## config.mk

```make
export PLATFORM = sky130hd
export DESIGN_NAME = adc_scan_ctrl
export DESIGN_NICKNAME = d
export VERILOG_FILES = /design/src/rtl/adc_pkg.sv /design/src/rtl/adc_next_ch.sv /design/src/rtl/adc_scan_ctrl.sv
export SDC_FILE = /design/constraint.sdc
export NUM_CORES = 1
export LEC_CHECK = 0
export CAP_MARGIN = 40
export CORE_MARGIN = 8
export CORE_UTILIZATION = 30
export DETAILED_ROUTE_END_ITERATION = 8
export DONT_BUFFER_PORTS = 1
export GPL_TIMING_DRIVEN = 0
export MAX_ROUTING_LAYER = met4
export PLACE_DENSITY = 0.53
export SYNTH_ARGS = -nofsm -noshare
export SYNTH_HDL_FRONTEND = slang
export SYNTH_SLANG_ARGS = --single-unit
```

## constraint.sdc

```tcl
create_clock -name clk -period 5.5 [get_ports clk]
set_input_delay 0.275 -clock clk [delete_from_list [all_inputs] [get_ports clk]]
set_output_delay 0.275 -clock clk [all_outputs]
set_load 0.01 [all_outputs]
```

## src/rtl/adc_pkg.sv

```systemverilog
// Shared types and sizing for the ADC channel scanner.
// Channel count and result width follow the ADC128S (8 channels, 12 bits).
package adc_pkg;

  localparam int NUM_CH = 8;
  localparam int RES_W  = 12;
  localparam int CH_W   = $clog2(NUM_CH);

  typedef enum logic [1:0] {
    IDLE  = 2'd0,
    ISSUE = 2'd1,
    BUSY  = 2'd2,
    NEXT  = 2'd3
  } adc_state_t;

  typedef logic [RES_W-1:0] adc_sample_t;

endpackage

```

## src/rtl/adc_next_ch.sv

```systemverilog
// Combinational priority finder: lowest set mask bit above (or, with i_incl,
// at or above) the current channel index, plus a found flag.
module adc_next_ch
  import adc_pkg::*;
(
  input  logic [NUM_CH-1:0] i_mask,
  input  logic [CH_W-1:0]   i_cur,
  input  logic              i_incl,
  output logic [CH_W-1:0]   o_idx,
  output logic              o_found
);

  // Descending scan so the last match written is the lowest qualifying bit.
  always_comb begin
    o_idx   = '0;
    o_found = 1'b0;
    for (int i = NUM_CH - 1; i >= 0; i--) begin
      if (i_mask[i] && ((CH_W'(i) > i_cur) || (i_incl && (CH_W'(i) == i_cur)))) begin
        o_idx   = CH_W'(i);
        o_found = 1'b1;
      end
    end
  end

endmodule

```

## src/rtl/adc_scan_ctrl.sv

```systemverilog
// Autonomous ADC channel scanner: on each period tick, converts every enabled
// channel in ascending order, stores results per channel and streams them out.
// Define ADC_AVG_EN to store a rounded 2-tap average instead of the raw result.
module adc_scan_ctrl
  import adc_pkg::*;
#(
  parameter int PERIOD = 2500
)
(
  input  logic              clk,
  input  logic              rst,
  input  logic              en,
  input  logic [NUM_CH-1:0] ch_mask,
  output logic              start_cnv,
  output logic [CH_W-1:0]   channel,
  input  logic [RES_W-1:0]  result,
  input  logic              cnv_complete,
  input  logic [CH_W-1:0]   rd_ch,
  output logic [RES_W-1:0]  rd_data,
  output logic              smp_valid,
  output logic [CH_W-1:0]   smp_ch,
  output logic [RES_W-1:0]  smp_data,
  output logic              scan_done,
  output logic              overrun
);

  localparam int CNT_W = (PERIOD > 1) ? $clog2(PERIOD) : 1;

  adc_state_t          r_state;
  adc_state_t          w_nextState;
  logic [CNT_W-1:0]    r_cnt;
  logic                w_tick;
  logic [NUM_CH-1:0]   r_scanMask;
  logic [CH_W-1:0]     r_idx;
  adc_sample_t         r_bank [NUM_CH];
  logic                r_smpValid;
  logic [CH_W-1:0]     r_smpCh;
  adc_sample_t         r_smpData;
  logic                r_scanDone;
  logic                r_overrun;
  logic                w_startCnv;
  adc_sample_t         w_wrData;
  logic [NUM_CH-1:0]   w_findMask;
  logic [CH_W-1:0]     w_findCur;
  logic                w_findIncl;
  logic [CH_W-1:0]     w_findIdx;
  logic                w_found;

  always_ff @(posedge clk or posedge rst) begin
    if (rst) begin
      r_cnt <= '0;
    end else if (!en) begin
      r_cnt <= '0;
    end else if (r_cnt == CNT_W'(PERIOD - 1)) begin
      r_cnt <= '0;
    end else begin
      r_cnt <= r_cnt + 1'b1;
    end
  end

  assign w_tick = en && (r_cnt == CNT_W'(PERIOD - 1));

  // In IDLE the finder picks the first channel of the live mask; during a
  // scan it walks the frozen copy strictly above the current channel.
  assign w_findMask = (r_state == IDLE) ? ch_mask : r_scanMask;
  assign w_findCur  = (r_state == IDLE) ? '0 : r_idx;
  assign w_findIncl = (r_state == IDLE);

  adc_next_ch u_nextCh (
    .i_mask  (w_findMask),
    .i_cur   (w_findCur),
    .i_incl  (w_findIncl),
    .o_idx   (w_findIdx),
    .o_found (w_found)
  );

`ifdef ADC_AVG_EN
  logic [RES_W:0] w_sum;
  assign w_sum    = {1'b0, r_bank[r_idx]} + {1'b0, result} + {{RES_W{1'b0}}, 1'b1};
  assign w_wrData = w_sum[RES_W:1];
`else
  assign w_wrData = result;
`endif

  always_ff @(posedge clk or posedge rst) begin
    if (rst) begin
      r_state <= IDLE;
    end else begin
      r_state <= w_nextState;
    end
  end

  always_comb begin
    w_nextState = r_state;
    w_startCnv  = 1'b0;
    case (r_state)
      IDLE: begin
        if (w_tick && (ch_mask != '0)) begin
          w_nextState = ISSUE;
        end
      end
      ISSUE: begin
        w_startCnv  = 1'b1;
        w_nextState = BUSY;
      end
      BUSY: begin
        if (cnv_complete) begin
          w_nextState = NEXT;
        end
      end
      NEXT: begin
        w_nextState = (w_found && en) ? ISSUE : IDLE;
      end
      default: w_nextState = IDLE;
    endcase
  end

  // scan_done is suppressed when en has dropped, so an aborted scan never
  // looks complete to the consumer.
  always_ff @(posedge clk or posedge rst) begin
    if (rst) begin
      r_scanMask <= '0;
      r_idx      <= '0;
      r_smpValid <= 1'b0;
      r_smpCh    <= '0;
      r_smpData  <= '0;
      r_scanDone <= 1'b0;
      r_overrun  <= 1'b0;
      for (int i = 0; i < NUM_CH; i++) begin
        r_bank[i] <= '0;
      end
    end else begin
      r_smpValid <= 1'b0;
      r_scanDone <= 1'b0;
      if (w_tick && (r_state != IDLE)) begin
        r_overrun <= 1'b1;
      end
      case (r_state)
        IDLE: begin
          if (w_tick && (ch_mask != '0)) begin
            r_scanMask <= ch_mask;
            r_idx      <= w_findIdx;
          end
        end
        BUSY: begin
          if (cnv_complete) begin
            r_bank[r_idx] <= w_wrData;
            r_smpValid    <= 1'b1;
            r_smpCh       <= r_idx;
            r_smpData     <= w_wrData;
          end
        end
        NEXT: begin
          if (w_found && en) begin
            r_idx <= w_findIdx;
          end else if (!w_found && en) begin
            r_scanDone <= 1'b1;
          end
        end
        default: ;
      endcase
    end
  end

  assign start_cnv = w_startCnv;
  assign channel   = r_idx;
  assign rd_data   = r_bank[rd_ch];
  assign smp_valid = r_smpValid;
  assign smp_ch    = r_smpCh;
  assign smp_data  = r_smpData;
  assign scan_done = r_scanDone;
  assign overrun   = r_overrun;

endmodule

```

==> metrics.md, run 1 <==
| Metric | Value |
|---|---|
| Synthesized netlist net count | `~480` |
| Headroom to the max-slew limit | `0.380` |
| Post-DP HPWL | `around 9900 µm` |
| Worst hold path cell count | `1` |
| Clk_skew | `0.00354 ns` |
| Library cell appearing most often on the critical path | `sky130_fd_sc_hd__clkbuf_1` |
| Buffer depth of the longest clock path | `2` |
| Placed standard-cell area | `slightly below 7000 µm²` |
| Startpoint Class | `flip-flop` |
| Drt initial violations | `234` |
| Actual slew at the worst max-slew pin | `0.930 ns` |
| Weighted congestion reported at the end of routability-driven placement | `0.802` |
| TritonCTS buffer count | `17` |
| Post-Route Hold Slack | `0.0114 ns` |
| Router iterations before antenna repair | `4` |
| Antenna violations before repair | `0` |
| Crit end category | `flip-flop` |
| Share of synthesized registers carrying an async set or reset | `1.00` |
| Detail-routed via count per cell | `4.84` |
| Area added between synthesis and finish | `18.8%` |
| Share of final-layout standard cells stronger than drive strength 1 | `0.398` |
| Critical-path top delay cell | `sky130_fd_sc_hd__clkbuf_1` |
| Post-DR wirelength/cell | `19.7 µm` |
| Largest fanout of any net on the critical path | `10` |
| Total number of vias | `around 3700` |
| Number of instances in the synthesized netlist | `442` |
| First-pass GRT wire length | `24500 µm` |
| Fin nets | `520` |
| Post-Route Setup TNS | `0 ns` |
| Mean instance size in the synthesized netlist | `14.5 µm²` |
| Largest net degree at the start of global routing | `99` |
| Fraction of the cycle the final worst path needs | `0.524` |
| Share of synthesized area occupied by flip-flops and latches | `0.543` |
| Width of the chip | `approximately 160 µm` |
| Outcome | `completed` |
| Post-route ant nets | `0` |
| Worst EP required | `5.81 ns` |
| Most common library cell in the layout ignoring fill and taps | `sky130_fd_sc_hd__dfrtp_1` |
| Start point of the worst hold path | `result[6]` |
| Area of the mapped netlist | `6410 µm²` |
| CTS tree | `yes` |
| Number of I/O port buffers | `0` |
| Total routing resource utilization after global routing | `0.127` |
| Finish-stage setup viols | `0` |
| Synth Register Bits | `approximately 140` |
| Initial core utilization | `0.305` |
| # IOs | `between 60 and 70` |
| Worst r2r src | `r_state[0]` |
| Classification of the worst-slack hold path | `input port to flip-flop` |
| Remaining global-route overflow | `0` |
| Leakage power total | `3.39 nW` |
| Filler cell count | `just under 2000` |
| TritonCTS Sinks | `139` |
| Commonest register cell after synthesis | `sky130_fd_sc_hd__dfrtp_1` |
| Clock tree root driver cell | `sky130_fd_sc_hd__clkbuf_16` |
| Max stage delay on crit path | `0.69 ns` |
| Layout Cell Area excl Fill | `approximately 7600 µm²` |
| Post-CTS clock slew at the launch and capture registers of the worst setup and hold paths | `approximately 0.060 ns` |
| Path type of the worst setup path | `flip-flop to flip-flop` |
| Die H | `162 µm` |
| Setup repair after global routing missed its margin | `false` |
| Number of enable-type register cells in the synthesized netlist | `0` |
| Hold EP | `r_bank[54]` |
| Via count of the first global-routing pass | `4091` |
| CP arrival | `3.19 ns` |
| Aggregate routed wire length | `15200 µm` |
| Reg2reg setup slack | `2.62 ns` |
| Antenna Diode Count | `0` |
| Total die area | `~26000 µm²` |
| Worst IR Drop VDD | `0.000259 V` |
| Fin. Hold Viols | `0` |
| Total number of yosys warnings | `0` |
| CP bufs+invs | `3` |
| Capture instance of the worst register-to-register path | `r_bank[15]` |
| Netlist cell types | `44` |
| Kind of cell adding the most delay to the critical path | `buffers and inverters` |
| Post-CTS setup-driven buffer insertion count | `0` |
| Core Footprint | `~21000 µm²` |
| DR DRC count | `0` |
| Max_cap viols | `0` |
| Post-layout minimum cycle time | `2.88 ns` |
| Power Total | `3.76 mW` |
| Power per cell area | `just under 500 nW/µm²` |
| Max Clock Freq | `347 MHz` |
| Insertion delay of the later-clocked pin in the worst-skew pair | `0.42 ns` |
| Floorplan row count | `53` |
| Most frequent cells in the layout | `sky130_fd_sc_hd__dfrtp_1, sky130_fd_sc_hd__mux2_2, sky130_fd_sc_hd__mux4_2, sky130_fd_sc_hd__dlygate4sd3_1, sky130_fd_sc_hd__nor2_1` |
| Final slew viol count | `0` |
| Number of cells traversed by the worst register-to-register path | `7` |
| Cells along the critical path | `inv_1 > ha_1 > nand2_1 > clkbuf_1 > nor3_1 > clkbuf_1 > mux2_2` |
| Htree depth | `4` |
flip-flops by register name, indices dropped and copies added, names as in the netlist:
name,cells
smp_ch,3
r_scanMask,8
overrun,1
smp_data,12
channel,3
smp_valid,1
scan_done,1
r_cnt,12
r_bank,96
r_state,2
final cells by class:
class                           instances  area (µm²)  share of cell area
Multi-Input combinational cell        274        2800               0.368
Clock buffer                           23         488              0.0641
Tap cell                              275         344              0.0452
Buffer                                 22         103              0.0135
Clock inverter                          9        87.6              0.0115
Inverter                                7        31.3             0.00411
Timing Repair Buffer                   26         283              0.0371
Sequential cell                       139        3480               0.457
repair_timing:
item,4_1_cts,5_1_grt
hold buffers,22,2
resized for setup,0,0
hold endpoints to repair,154,2
where the power goes:
group	internal (mW)	switching, mW
sequential	1.39	0.231
combinational	0.587	0.441
clock	0.671	0.440
metal layers:
layer | vias up | GRT usage | part of all wire
li1 | 1700 | - | -
met1 | 1977 | 0.149 | 0.44
met4 | 0 | 0.0446 | 0.013
met5 | - | - | 0
met2 | 54 | 0.205 | 0.51
met3 | 17 | 0.0354 | 0.036
cells by family (layout without fill, tap and decap cells):
| logic type | count (synthesis) | in the layout | synth area share |
|---|---|---|---|
| AND/OR/NAND/NOR | 78 | 78 | 0.0631 |
| flip-flops | 139 | 139 | 0.543 |
| XOR/XNOR | 10 | 10 | 0.0137 |
| buffers and inverters | 29 | 87 | 0.0201 |
| multiplexers | 162 | 162 | 0.326 |
| adder cells (fa/ha/maj) | 6 | 6 | 0.0117 |
| AO/OA/AOI/OAI | 18 | 18 | 0.0228 |
cell usage after synthesis, types with 2 or more instances:
library cell | instances | share of area
sky130_fd_sc_hd__nand3_1 | 6 | 0.0047
sky130_fd_sc_hd__nand2b_1 | 8 | 0.0078
sky130_fd_sc_hd__buf_6 | 2 | 0.0035
sky130_fd_sc_hd__nor4_1 | 4 | 0.0039
sky130_fd_sc_hd__mux2i_1 | 5 | 0.0078
sky130_fd_sc_hd__mux4_2 | 24 | 0.084
sky130_fd_sc_hd__xor2_1 | 7 | 0.0096
sky130_fd_sc_hd__xnor2_1 | 3 | 0.0041
sky130_fd_sc_hd__ha_1 | 6 | 0.012
sky130_fd_sc_hd__dfrtp_1 | 139 | 0.54
sky130_fd_sc_hd__or2_2 | 2 | 0.0020
sky130_fd_sc_hd__and3_1 | 2 | 0.0020
sky130_fd_sc_hd__o22ai_1 | 2 | 0.0020
sky130_fd_sc_hd__o21ai_0 | 2 | 0.0016
sky130_fd_sc_hd__nand2_1 | 17 | 0.010
sky130_fd_sc_hd__mux2_2 | 129 | 0.23
sky130_fd_sc_hd__nor3_1 | 4 | 0.0031
sky130_fd_sc_hd__buf_2 | 4 | 0.0031
sky130_fd_sc_hd__nand4_1 | 3 | 0.0029
sky130_fd_sc_hd__nor2_1 | 21 | 0.012
sky130_fd_sc_hd__mux2_1 | 4 | 0.0070
sky130_fd_sc_hd__and2b_1 | 2 | 0.0023
sky130_fd_sc_hd__clkbuf_1 | 13 | 0.0076
sky130_fd_sc_hd__buf_1 | 3 | 0.0018
sky130_fd_sc_hd__a21oi_1 | 5 | 0.0039
sky130_fd_sc_hd__inv_1 | 7 | 0.0041
how the worst max path moves through the flow:
stage | from | endpoint | slack [ns] | cells past startpoint
floorplan | rst | channel[0] | 1.50 | 1
global placement | rst | r_bank[38] | 0.07 | 1
detailed placement | r_state[0] | r_bank[19] | 2.57 | 7
CTS | r_state[0] | r_bank[65] | 2.57 | 7
global route | r_state[0] | r_bank[65] | 2.34 | 7
finish | r_state[0] | r_bank[15] | 2.62 | 7
per-stage QoR:
stage	cells	setup slack, ns	util
6_report	775	2.62	0.362
5_1_grt	775	2.34	0.362
4_1_cts	773	2.57	0.361
3_5_place_dp	719	2.57	0.323
3_3_place_gp	717	0.0660	0.321
2_1_floorplan	442	1.50	-
(Power assumes the default switching activity.)
==> run 2: changes to the inputs <==
--- a/config.mk
+++ b/config.mk
@@ -5,6 +5,7 @@
 export SDC_FILE = /design/constraint.sdc
 export NUM_CORES = 1
 export LEC_CHECK = 0
+export ABC_AREA = 1
 export CAP_MARGIN = 40
 export CORE_MARGIN = 8
 export CORE_UTILIZATION = 30
@@ -12,7 +13,7 @@
 export DONT_BUFFER_PORTS = 1
 export GPL_TIMING_DRIVEN = 0
 export MAX_ROUTING_LAYER = met4
-export PLACE_DENSITY = 0.53
+export PLACE_DENSITY = 0.54
 export SYNTH_ARGS = -nofsm -noshare
 export SYNTH_HDL_FRONTEND = slang
 export SYNTH_SLANG_ARGS = --single-unit
==> constraint.sdc (replaced) <==
create_clock -name clk -period 2.5 [get_ports clk]
set_input_delay 0.125 -clock clk [delete_from_list [all_inputs] [get_ports clk]]
set_output_delay 0.125 -clock clk [all_outputs]
set_load 0.01 [all_outputs]
==> run 2 against run 1 <==
  * Maximum frequency increased by 30%
  * Combinational power increased by 97%
  * Synthesized cell count grew 76%
  * Largest power group unchanged
==> metrics.md, run 2 <==
| Metric | Value |
|---|---|
| Outcome | `completed` |
| Insertion delay of the later-clocked pin in the worst-skew pair | `0.43 ns (about the same)` |
| Startpoint Class | `flip-flop` |
| Worst hold path cell count | `2 (+1)` |
| First-pass GRT wire length | `30300 µm (+24%)` |
| Fin. Hold Viols | `0 (unchanged)` |
| Number of instances in the synthesized netlist | `777 (+76%)` |
| Floorplan row count | `53 (unchanged)` |
| TritonCTS buffer count | `17 (unchanged)` |
| Setup slack of the critical path after layout | `0.278 ns (-2.34 ns)` |
| Final slew viol count | `0 (unchanged)` |
| Clock tree root driver cell | `sky130_fd_sc_hd__clkbuf_16` |
| Area added between synthesis and finish | `18.5%` |
| Main area contributors after synthesis | `sky130_fd_sc_hd__dfrtp_1, sky130_fd_sc_hd__o21ai_0, sky130_fd_sc_hd__nand2_1, sky130_fd_sc_hd__nor2_1, sky130_fd_sc_hd__inv_1` |
| Total die area | `26200 µm² (-0.44%)` |
| Total number of yosys warnings | `0 (unchanged)` |
| Number of cells traversed by the worst register-to-register path | `8 (+1)` |
| Power per cell area | `1110 nW/µm² (+130%)` |
| Critical-path top delay cell | `sky130_fd_sc_hd__dfrtp_1` |
| DR DRC count | `0 (unchanged)` |
| Library cell appearing most often on the critical path | `sky130_fd_sc_hd__nand2_1` |
| Actual slew at the worst max-slew pin | `0.640 ns (-0.289 ns)` |
| Max FFs per register | `96 (unchanged)` |
| Via count of the first global-routing pass | `5391 (+32%)` |
| Headroom to the max-slew limit | `0.573 (+0.193)` |
| Synthesized netlist net count | `810 (+71%)` |
| Number of enable-type register cells in the synthesized netlist | `0 (unchanged)` |
| Largest family of logic cells by synthesized area | `simple AND/OR/NAND/NOR gates` |
| Arithmetic-cell share of the synthesized area counting full adders, half adders and majority gates | `0.0118 (+0.0000575)` |
| Max Clock Freq | `450 MHz (+30%)` |
| Post-layout minimum cycle time | `2.22 ns (-0.661 ns)` |
| Die H | `162 µm (-0.22%)` |
| Clock share of power | `0.324 (+0.028)` |
| Routing layer with the top usage in global route | `met2` |
| Most frequent cell after synthesis | `sky130_fd_sc_hd__nand2_1` |
| Share of synthesized area occupied by flip-flops and latches | `0.545 (+0.00266)` |
| Portion of netlist area occupied by mux cells | `0 (-0.326)` |
| Fraction of synthesized cell area in xor and xnor cells | `0.00549 (-0.00817)` |
| Cell count after placement | `1056 (+47%)` |
| Aggregate routed wire length | `18800 µm (+23%)` |
| Met1 track demand over resource in global routing | `0.193 (+0.0443)` |
| Setup repair after global routing missed its margin | `false` |
| Post-DP HPWL | `13300 µm (+34%)` |
| Max stage delay on crit path | `0.43 ns (-0.26 ns)` |
| Filler cell count | `2239 (+15%)` |
| Total number of vias | `5386 (+44%)` |
| Htree depth | `4 (unchanged)` |
| Crit end category | `flip-flop` |
| TritonCTS Sinks | `139 (unchanged)` |
| Power Total | `8.42 mW (+120%)` |
| Largest fanout of any net on the critical path | `10 (unchanged)` |
| Post-layout instance count excluding filler cells | `1099 (+42%)` |
| Antenna violations before repair | `0 (unchanged)` |
| Buffer depth of the longest clock path | `2 (unchanged)` |
| Finish-stage setup viols | `0 (unchanged)` |
| Mean instance size in the synthesized netlist | `8.21 µm² (-43%)` |
| Width of the chip | `162 µm (-0.22%)` |
| Weighted congestion reported at the end of routability-driven placement | `0.802 (about the same)` |
| Synthesized-area fraction occupied by ao, oa, aoi and oai cells | `0.173 (+0.150)` |
| Top cells by instance count after synthesis | `sky130_fd_sc_hd__nand2_1, sky130_fd_sc_hd__o21ai_0, sky130_fd_sc_hd__dfrtp_1, sky130_fd_sc_hd__nor2_1, sky130_fd_sc_hd__inv_1` |
| Worst IR Drop VDD | `0.000532 V (+110%)` |
| Post-cts gate resize count | `0 (unchanged)` |
| Largest net degree at the start of global routing | `38 (-62%)` |
| Post-CTS setup-driven buffer insertion count | `0 (unchanged)` |
| Basic-gate share of the synthesized area counting and, or, nand and nor cells | `0.211 (+0.148)` |
| Router iterations before antenna repair | `5 (+1)` |
| Netlist cell types | `37 (-16%)` |
| Post-DR wirelength/cell | `17.1 µm (-13%)` |
| Yosys top cell by area | `sky130_fd_sc_hd__dfrtp_1` |
| Most common library cell in the layout ignoring fill and taps | `sky130_fd_sc_hd__nand2_1` |
| Synth Register Bits | `139 (unchanged)` |
| Detail-routed via count per cell | `4.90 (+1.3%)` |
| Largest register by flop count | `r_bank` |
| Remaining global-route overflow | `0 (unchanged)` |
| Post-CTS clock slew at the launch and capture registers of the worst setup and hold paths | `0.06 ns (about the same)` |
| Number of buffers inserted for hold repair after clock tree synthesis | `11 (-50%)` |
| Switching power as a share of total power | `0.336 (+0.0402)` |
| Share of final-layout standard cells stronger than drive strength 1 | `0.0765 (-0.322)` |
| Pre-CTS worst setup slack | `0.298 ns (-2.28 ns)` |
| Max_cap viols | `0 (unchanged)` |
| Proportion of power drawn by flip-flops and latches | `0.436 (+0.005)` |
| Most frequent cells in the layout | `sky130_fd_sc_hd__nand2_1, sky130_fd_sc_hd__o21ai_0, sky130_fd_sc_hd__dfrtp_1, sky130_fd_sc_hd__nor2_1, sky130_fd_sc_hd__inv_1` |
| Global routing met3 resource utilization | `0.0488 (+0.0134)` |
| Worst EP required | `2.78 ns (-3.03 ns)` |
| Share of synthesized registers carrying an async set or reset | `1.00 (unchanged)` |
| Layout Cell Area excl Fill | `7560 µm² (-0.76%)` |
| Path type of the worst setup path | `flip-flop to flip-flop` |
| Fin nets | `844 (+62%)` |
| Placed standard-cell area | `6810 µm² (+0.18%)` |
| Clk_skew | `0.00949 ns (+0.00595 ns)` |
| Post-route ant nets | `0 (unchanged)` |
| Classification of the worst-slack hold path | `input port to flip-flop` |
| Initial core utilization | `0.304 (-0.000528)` |
| Total routing resource utilization after global routing | `0.153 (+0.0269)` |
| Commonest register cell after synthesis | `sky130_fd_sc_hd__dfrtp_1` |
| Antenna Diode Count | `0 (unchanged)` |
| NetSw | `2.83 mW (+150%)` |
| Part of the power in combinational logic | `0.241 (-0.033)` |
| Top-area cell type share of the netlist area | `0.545 (+0.00266)` |
| Drt initial violations | `319 (+36%)` |
| Core Footprint | `21000 µm² (-0.32%)` |
| Met2 track utilization from global routing | `0.233 (+0.0274)` |
| Area of the mapped netlist | `6380 µm² (-0.49%)` |
| Leakage power total | `3.48 nW (+2.6%)` |
| CTS tree | `yes` |
| # IOs | `61 (unchanged)` |
| Number of I/O port buffers | `0 (unchanged)` |
| Design internal power | `5.59 mW (+110%)` |
| Cells along the critical path | `inv_1 > ha_1 > nand2_1 > nor2_1 > nand2_1 > clkbuf_1 > nand2_1 > o21ai_0` |
| CP arrival | `2.50 ns (-0.69 ns)` |
| Post-route core utilization | `0.361 (-0.00160)` |
| Fraction of the cycle the final worst path needs | `0.889 (+0.365)` |
## run 2: cell count changes in the layout (fill, tap and decap cells not counted), moves of 7 or more
cell,before,now
sky130_fd_sc_hd__a31oi_1,1,13
sky130_fd_sc_hd__clkbuf_1,15,31
sky130_fd_sc_hd__dlygate4sd3_1,24,11
sky130_fd_sc_hd__inv_1,6,45
sky130_fd_sc_hd__mux2_2,129,0
sky130_fd_sc_hd__mux4_2,24,0
sky130_fd_sc_hd__nand2_1,17,185
sky130_fd_sc_hd__nand2_2,0,7
sky130_fd_sc_hd__nand2b_1,8,0
sky130_fd_sc_hd__nor2_1,21,112
sky130_fd_sc_hd__o21ai_0,2,166
sky130_fd_sc_hd__o22ai_1,2,12
## run 2: power by group through the flow
stage	clock, mW	combinational, mW	sequential (mW)
final	2.73	2.03	3.67
after global routing	2.86	2.37	3.79
after CTS	2.77	2.06	3.67
after detailed placement	0	2.03	3.70
after global placement	0	1.97	3.69
after floorplan	0	1.58	3.53
## run 2: area by class of cell
| cell class | count | area [µm²] | share of cell area |
|---|---|---|---|
| Buffer | 37 | 153 | 0.0202 |
| Clock buffer | 20 | 467 | 0.0617 |
| Clock inverter | 12 | 169 | 0.0223 |
| Inverter | 51 | 195 | 0.0258 |
| Multi-Input combinational cell | 550 | 2550 | 0.338 |
| Sequential cell | 139 | 3480 | 0.460 |
| Tap cell | 275 | 344 | 0.0455 |
| Timing Repair Buffer | 15 | 198 | 0.0262 |
## run 2: cells by family (layout without fill, tap and decap cells)
| kind of cell | count (synthesis) | after routing |
|---|---|---|
| and+or+nand+nor | 333 | 333 |
| AOI/OAI and AO/OA | 207 | 207 |
| DFF | 139 | 139 |
| buffers and inverters | 88 | 135 |
| adders and majority gates | 6 | 6 |
| xor gates and xnor gates | 4 | 4 |
## run 2: layer usage
layer / wire (µm) / part of all wire
met3: 1240 / 0.066
met2: 8560 / 0.46
met4: 325 / 0.017
met5: 0 / 0
met1: 8680 / 0.46
## run 2: path summary, 6_finish.rpt
path | slack [ns] | startpoint | to
hold / removal | 0.06 | en | r_cnt[1]
hold reg to reg | 0.46 | r_cnt[0] | r_cnt[0]
setup / recovery | 0.28 | r_state[0] | r_bank[88]
max in group asynchronous | 1.49 | rst | r_bank[86]
min in group asynchronous | 0.24 | rst | smp_data[9]
setup reg to reg | 0.28 | r_state[0] | r_bank[88]
## run 2: critical path, delay by kind of cell (launching register included)
kind / cells / cell delay (ns)
AND/OR/NAND/NOR: 4 / 0.89
buffers and inverters: 2 / 0.50
flip-flops: 1 / 0.43
adder cells (fa/ha/maj): 1 / 0.18
AO/OA/AOI/OAI: 1 / 0.08
## run 2: metrics by stage
stage	hold slack, ns	setup TNS [ns]
2_1_floorplan	0.235	0
6_report	0.0588	0
3_3_place_gp	0.251	-32.04
3_5_place_dp	0.0854	0
5_1_grt	0.0668	0
4_1_cts	0.0367	0
